File: src/rtl/csr_spmv_ctrl.sv
// csr_spmv_ctrl: sequencer for a sparse matrix x dense vector product over CSR
// storage. Walks the row-pointer RAM, fetches value/column pairs, gathers x,
// accumulates a 64-bit signed dot product per row and streams one result per row.
// Optional build macro: CSR_PTR_CHECK_EN enables the row-pointer ordering check
// (sticky err, malformed row emitted as 0). Undefined: err is tied low.
// Result stream handshake: y_valid rises in EMIT and stays high with y_row/y_data
// frozen until a cycle in which y_ready is also high; that cycle is the transfer.
// dbg_state exposes the FSM state encoding for checkers.
module csr_spmv_ctrl (
  input  logic        clk,
  input  logic        reset,
  input  logic        start,
  input  logic [13:0] num_rows,
  output logic [13:0] row_addra,
  output logic [13:0] row_addrb,
  input  logic [31:0] row_douta,
  input  logic [31:0] row_doutb,
  output logic [13:0] val_addr,
  output logic [13:0] col_addr,
  input  logic [31:0] val_dout,
  input  logic [31:0] col_dout,
  output logic [13:0] x_addr,
  input  logic [31:0] x_dout,
  output logic        y_valid,
  input  logic        y_ready,
  output logic [13:0] y_row,
  output logic [63:0] y_data,
  output logic        busy,
  output logic        done,
  output logic        err,
  output logic [2:0]  dbg_state
);

  typedef enum logic [2:0] {
    S_IDLE = 3'd0,
    S_PTR  = 3'd1,
    S_PTRW = 3'd2,
    S_VC   = 3'd3,
    S_VCW  = 3'd4,
    S_XW   = 3'd5,
    S_EMIT = 3'd6,
    S_DONE = 3'd7
  } state_t;

  state_t      state_q, state_d;
  logic [13:0] r_q, k_q, kend_q;
  logic [63:0] acc_q;
  logic [31:0] val_q;
  logic [13:0] row_a_q, row_b_q, vc_addr_q, x_addr_q;
  logic        err_q;
  logic        ptr_bad;
  logic [13:0] k_inc, r_inc;
  logic [63:0] prod;
  logic        unused_bits;

  assign k_inc = k_q + 14'd1;
  assign r_inc = r_q + 14'd1;
  // Full 32x32 signed product, both operands sign-extended to 64 bits.
  assign prod  = $signed({{32{val_q[31]}}, val_q}) * $signed({{32{x_dout[31]}}, x_dout});
  assign unused_bits = ^{row_douta[31:14], row_doutb[31:14], col_dout[31:14]};

`ifdef CSR_PTR_CHECK_EN
  assign ptr_bad = (row_doutb[13:0] < row_douta[13:0]);

  // Sticky pointer-order error, cleared when a new pass is accepted.
  always_ff @(posedge clk or negedge reset) begin
    if (!reset) begin
      err_q <= 1'b0;
    end else if (state_q == S_IDLE && start) begin
      err_q <= 1'b0;
    end else if (state_q == S_PTRW && ptr_bad) begin
      err_q <= 1'b1;
    end
  end
`else
  assign ptr_bad = 1'b0;
  assign err_q   = 1'b0;
`endif

  // State register.
  always_ff @(posedge clk or negedge reset) begin
    if (!reset) state_q <= S_IDLE;
    else        state_q <= state_d;
  end

  // Next-state logic.
  always_comb begin
    state_d = state_q;
    unique case (state_q)
      S_IDLE: if (start) state_d = (num_rows != 14'd0) ? S_PTR : S_DONE;
      S_PTR:  state_d = S_PTRW;
      S_PTRW: state_d = (ptr_bad || row_douta[13:0] == row_doutb[13:0]) ? S_EMIT : S_VC;
      S_VC:   state_d = S_VCW;
      S_VCW:  state_d = S_XW;
      S_XW:   state_d = (k_inc == kend_q) ? S_EMIT : S_VC;
      S_EMIT: if (y_ready) state_d = (r_inc == num_rows) ? S_DONE : S_PTR;
      S_DONE: state_d = S_IDLE;
      default: state_d = S_IDLE;
    endcase
  end

  // Datapath: row/nonzero indices, accumulator and held addresses.
  always_ff @(posedge clk or negedge reset) begin
    if (!reset) begin
      r_q       <= 14'd0;
      k_q       <= 14'd0;
      kend_q    <= 14'd0;
      acc_q     <= 64'd0;
      val_q     <= 32'd0;
      row_a_q   <= 14'd0;
      row_b_q   <= 14'd0;
      vc_addr_q <= 14'd0;
      x_addr_q  <= 14'd0;
    end else begin
      unique case (state_q)
        S_IDLE: if (start) begin
          r_q   <= 14'd0;
          acc_q <= 64'd0;
        end
        S_PTR: begin
          row_a_q <= r_q;
          row_b_q <= r_inc;
        end
        S_PTRW: begin
          k_q    <= row_douta[13:0];
          kend_q <= row_doutb[13:0];
        end
        S_VC:  vc_addr_q <= k_q;
        S_VCW: begin
          val_q    <= val_dout;
          x_addr_q <= col_dout[13:0];
        end
        S_XW: begin
          acc_q <= acc_q + prod;
          k_q   <= k_inc;
        end
        S_EMIT: if (y_ready) begin
          acc_q <= 64'd0;
          r_q   <= r_inc;
        end
        default: ;
      endcase
    end
  end

  // Outputs: addresses are driven live in their issue state and held otherwise.
  always_comb begin
    row_addra = row_a_q;
    row_addrb = row_b_q;
    val_addr  = vc_addr_q;
    x_addr    = x_addr_q;
    if (state_q == S_PTR) begin
      row_addra = r_q;
      row_addrb = r_inc;
    end
    if (state_q == S_VC)  val_addr = k_q;
    if (state_q == S_VCW) x_addr = col_dout[13:0];
    col_addr  = val_addr;
    y_valid   = (state_q == S_EMIT);
    y_row     = r_q;
    y_data    = acc_q;
    busy      = (state_q != S_IDLE);
    done      = (state_q == S_DONE);
    err       = err_q;
    dbg_state = state_q;
  end

endmodule

File: config.mk
export PLATFORM = sky130hd
export DESIGN_NAME = csr_spmv_ctrl
export DESIGN_NICKNAME = d
export VERILOG_FILES = /design/src/rtl/csr_spmv_ctrl.sv
export SDC_FILE = /design/constraint.sdc
export NUM_CORES = 2
export LEC_CHECK = 0
export CAP_MARGIN = 40
export CORE_MARGIN = 1.5
export CORE_UTILIZATION = 57
export DETAILED_ROUTE_END_ITERATION = 8
export PLACE_DENSITY = 0.8
export REMOVE_ABC_BUFFERS = 1
export SKIP_CTS_REPAIR_TIMING = 1
export SLEW_MARGIN = 20
export SYNTH_ARGS = -nofsm -noshare
export SYNTH_HDL_FRONTEND = slang
export SYNTH_SLANG_ARGS = --single-unit
export TNS_END_PERCENT = 50
File: constraint.sdc
create_clock -name clk -period 8.54 [get_ports clk]
set_clock_uncertainty 0.05 [all_clocks]
set_input_delay 1.708 -clock clk [delete_from_list [all_inputs] [get_ports clk]]
set_output_delay 1.708 -clock clk [all_outputs]
set_load 0.005 [all_outputs]
After elaboration in Yosys (flattened, before gate mapping)
Index checks and enable logic that the tools add are counted.
Word-level totals
  input bits: 178
  register bits after elaboration: 197
  logic and storage cells: 53
Cells by class
  multiplexer cells: 18
  add/subtract/negate cells: 3
  equality and inequality tests: 12
  reductions and logical operators: 9
  $mul: 1
Operator list (number)
  $pmux 64 s3: 1
  $mux 64: 2
  $mux 14: 6
  $add 64x64->64: 1
  $mul 32x32->64: 1
  $pmux 14 s2: 2
  $eq 14x14->1: 3
  $add 14x1->14 const B: 2
  $pmux 3 s8: 1
  $mux 3: 6
  $reduce_bool 14->1: 1
  $eq 3x3->1 const B: 4
  $eq 3x2->1 const B: 2
  $reduce_and 3->1: 2
  $reduce_bool 3->1: 2
  $reduce_bool 2->1: 2
  $eq 3x1->1 const B: 1
  $logic_not 3->1: 1
  $ne 2x1->1 const B: 1
  $ne 2x2->1 const B: 1
  $reduce_and 2->1: 1

Logic depth before layout (Yosys ltp)
  depth in word-level cells: 5
  depth in mapped cells: 29

Least setup slack after synthesis
OpenSTA, ideal clock, no wires.
  path kind: input to register
  from: in x_dout[0]
  to: reg acc_q[57], in the netlist y_data[57]
  stages on the path: 28
  data arrival time: 9.545 ns
  data required time: 8.369 ns
  setup slack: -1.176 ns
  library setup time: 0.121 ns
  cell sequence: clkbuf_1 nand2_1 inv_1 fa_1 inv_1 fa_1 inv_1 fa_1 inv_1 fa_1 inv_1 fa_1 fa_1 fa_1 inv_1 fa_1 inv_1 ha_1 and3_1 a221oi_2 o22ai_1 nor2_1 a21boi_2 o2111ai_1 o211ai_2 o21bai_1 xor2_1 a22o_1
Between the ends
  longest elaborated chain between the ends: 3
RTL lines
  start, declared: RTL line 23  | input logic [31:0] x_dout,
  $mul 32x32->64: RTL line 59  | assign prod = $signed({{32{val_q[31]}}, val_q}) * $signed({{32{x_dout[31]}}, x_dout});
  $add 64x64->64: RTL line 134  | acc_q <= acc_q + prod;
  $pmux 64 s3: RTL line 115  | unique case (state_q)
  end signal, assigned: RTL line 134
  end, declared: RTL line 47  | logic [63:0] acc_q;
No other way between the ends.
A chain may end at the register's enable or synchronous reset.

Worst setup path after layout
  from: in x_dout[6]
  to: reg acc_q[56], in the netlist y_data[56]
The elaborated chain is that of the path after synthesis.

==> qor.yml <==
synthArstFlopShare_pct: 100.0
maxSlewHeadroom_pct: 15.72
post_dp_cell_area_sq_um: 55590
cts_sinks: 197
cts_buffer_depth: 2
rr_worst_depth: 30
ys_warn_count: 0
ant_nets: 0
gp_congestion: 0.9594
drt_iter0_drc: 4103
die_h_um: 295.4
wl_mm: 159.2
grt_start_max_net_pins: 80
hold_ws_ns: 0.4506
yosysTopAreaCell: "fa_1"
antenna_found_initial: 27
grt_pass1_wl_mm: 219.2
io_buffers: 277
rsz0062_at_grt: "true"
dp_hpwl_mm: 113.1
wl_per_cell_um: 23.47
setup_viol: 33
overflow: 0
worstPathMaxFanout: 10
drt_drc_violations_left: 4
ios: 333
fin_util_pct: 69.12
maxCapViolations: 0
synth-seq-area-share_pct: 10.12
fin_ws_ns: -0.7192
ys_types: 76
ff2ff_setup_slack_ns: -0.39
firstDrtPassIters: 9
hold_end: "kend_q[7]"
slowest_delay_ns: 0.69
synth_ff_type: "dfrtp_1"
clk_latency_ns: 0.48
rr_startpoint: "val_q[7]"
timing.hold.worst_path_depth: 2
clock.fmax_mhz: 108.0
final_area_sq_um: 58670
fin_crit_ns: 9.259
initial_core_util_pct: 57.40
fp.dieW_um: 295.4
row_count: 107
vias_per_cell: 5.794
holdCritStartpoint: "kend_q[7]"
synth_top_area_share_pct: 49.72
dieArea_sq_um: 87230
cts_tree: "yes"
startpoint: "x_dout[6]"
grt_use_total_pct: 32.99
hold_viol_final: 0
cpMostUsedCell: "fa_1"
grt_pass1_vias: 41150
period_share_pct: 108.4
syn_area_sq_um: 48720
cts-buffers-inserted: 17
nets: 7207
largest_reg_flops: 64
violations: "design-rule violations, negative setup slack"
synth_area_per_cell_sq_um: 9.597
synth-edff-count: 0
r2r_end: "y_data[56]"
h-tree-depth: 4
root_buffer: "clkbuf_16"
cp_slowest_cell: "fa_1"
drv_slew: 0
startpoint_type: "input port"
drive_above_1_share_pct: 15.32
endpoint_kind: "flip-flop"
synth_commonest_cells: "inv_1 (1,259), fa_1 (1,210), nand2_1 (694)"
crit_required_ns: 8.84
run_status: "finished, violations left"
synth.area.top_cells: "fa_1 (50%), dfrtp_1 (10%), inv_1 (9.7%)"
worst_pin_slew_ns: 1.264
hold_class: "flip-flop to flip-flop"
num_vias: 39310
worstPathArrival_ns: 9.56
clk_pin_slew_ns: 0.09
yosys_register_bits: 197
num-fill-cells: 6036
synth_most_common_cell: "inv_1"
syn2layout_area_growth_pct: 20.42
final_cells: 6785
crit_type: "input port to flip-flop"
fp.coreArea_sq_um: 84880
dp_cells: 6639
syn_inst: 5076
[cell usage in the layout (no fill, tap or decap), drive strengths merged, types with 10 or more instances in the layout]
master,synthesis,routed
dfrtp,197,197
a21o,45,45
nor3,10,10
mux2,74,74
nor2b,11,11
o21bai,11,11
xor2,45,45
nor2,72,72
ha,220,220
a21oi,72,72
clkbuf,238,53
and3,26,26
nand4,19,19
diode,0,29
buf,28,483
inv,1259,1264
o21a,10,10
clkdlybuf4s50,0,244
fa,1210,1210
nand2,694,694
and2,458,458
nand2b,11,11
xnor2,94,94
nand3,42,42
o21ai,119,119
[kinds of logic after synthesis]
group,share of synthesized area (%)
muxes,1.772
xor gates and xnor gates,2.530
AOI/OAI and AO/OA,4.513
and+or+nand+nor,13.73
other,0.007698
adders and majority gates,55.37
DFF,10.12
buffers and inverters,11.95
[layout make-up]
class	instances	area, sq um	share of cell area [%]
well taps	1144	1431	2.440
diodes	29	72.57	0.1237
multi-input cells	3354	38880	66.27
flip-flops and latches	197	4930	8.403
clock buffers	19	432.9	0.7379
clock inverters	13	161.4	0.2751
repair buffers	770	8028	13.68
inverters	1259	4730	8.062
[metrics by stage]
stage                     setup WS [ns]  TNS, ns
final                           -0.7192   -11.10
after global routing            -0.7675   -12.11
after CTS                       -0.5549   -10.03
after detailed placement        -0.9985   -27.33
after global placement          -0.9555   -25.03
after floorplan                  -1.002   -22.74
[critical path, delay by kind of cell]
family          cells  cell delay (ns)
buf+inv             9             1.19
fa+ha+maj           9             4.71
compound gates      7             1.27
xor+xnor            1             0.21
simple gates        3             0.43
[worst max-delay path by stage]
stage | to | slack (ns) | cells past startpoint
2_1_floorplan | y_data[41] | -1.00 | 27
3_3_place_gp | y_data[60] | -0.96 | 30
3_5_place_dp | y_data[56] | -1.0 | 29
4_1_cts | y_data[63] | -0.55 | 27
5_1_grt | y_data[56] | -0.77 | 29
6_report | y_data[56] | -0.72 | 29
[per-layer routing]
layer / vias to the layer above / part of all wire [%] / track usage [%]
met5: - / 0.15 / 0
met4: 14 / 8.8 / 17.24
met3: 944 / 12 / 7.510
met2: 2655 / 46 / 54.36
met1: 19920 / 33 / 40.80
li1: 15780 / - / -
Power is left out: the tool's default activity adds up to more than one toggle a clock period on the data nets, which glitch-free logic cannot reach.
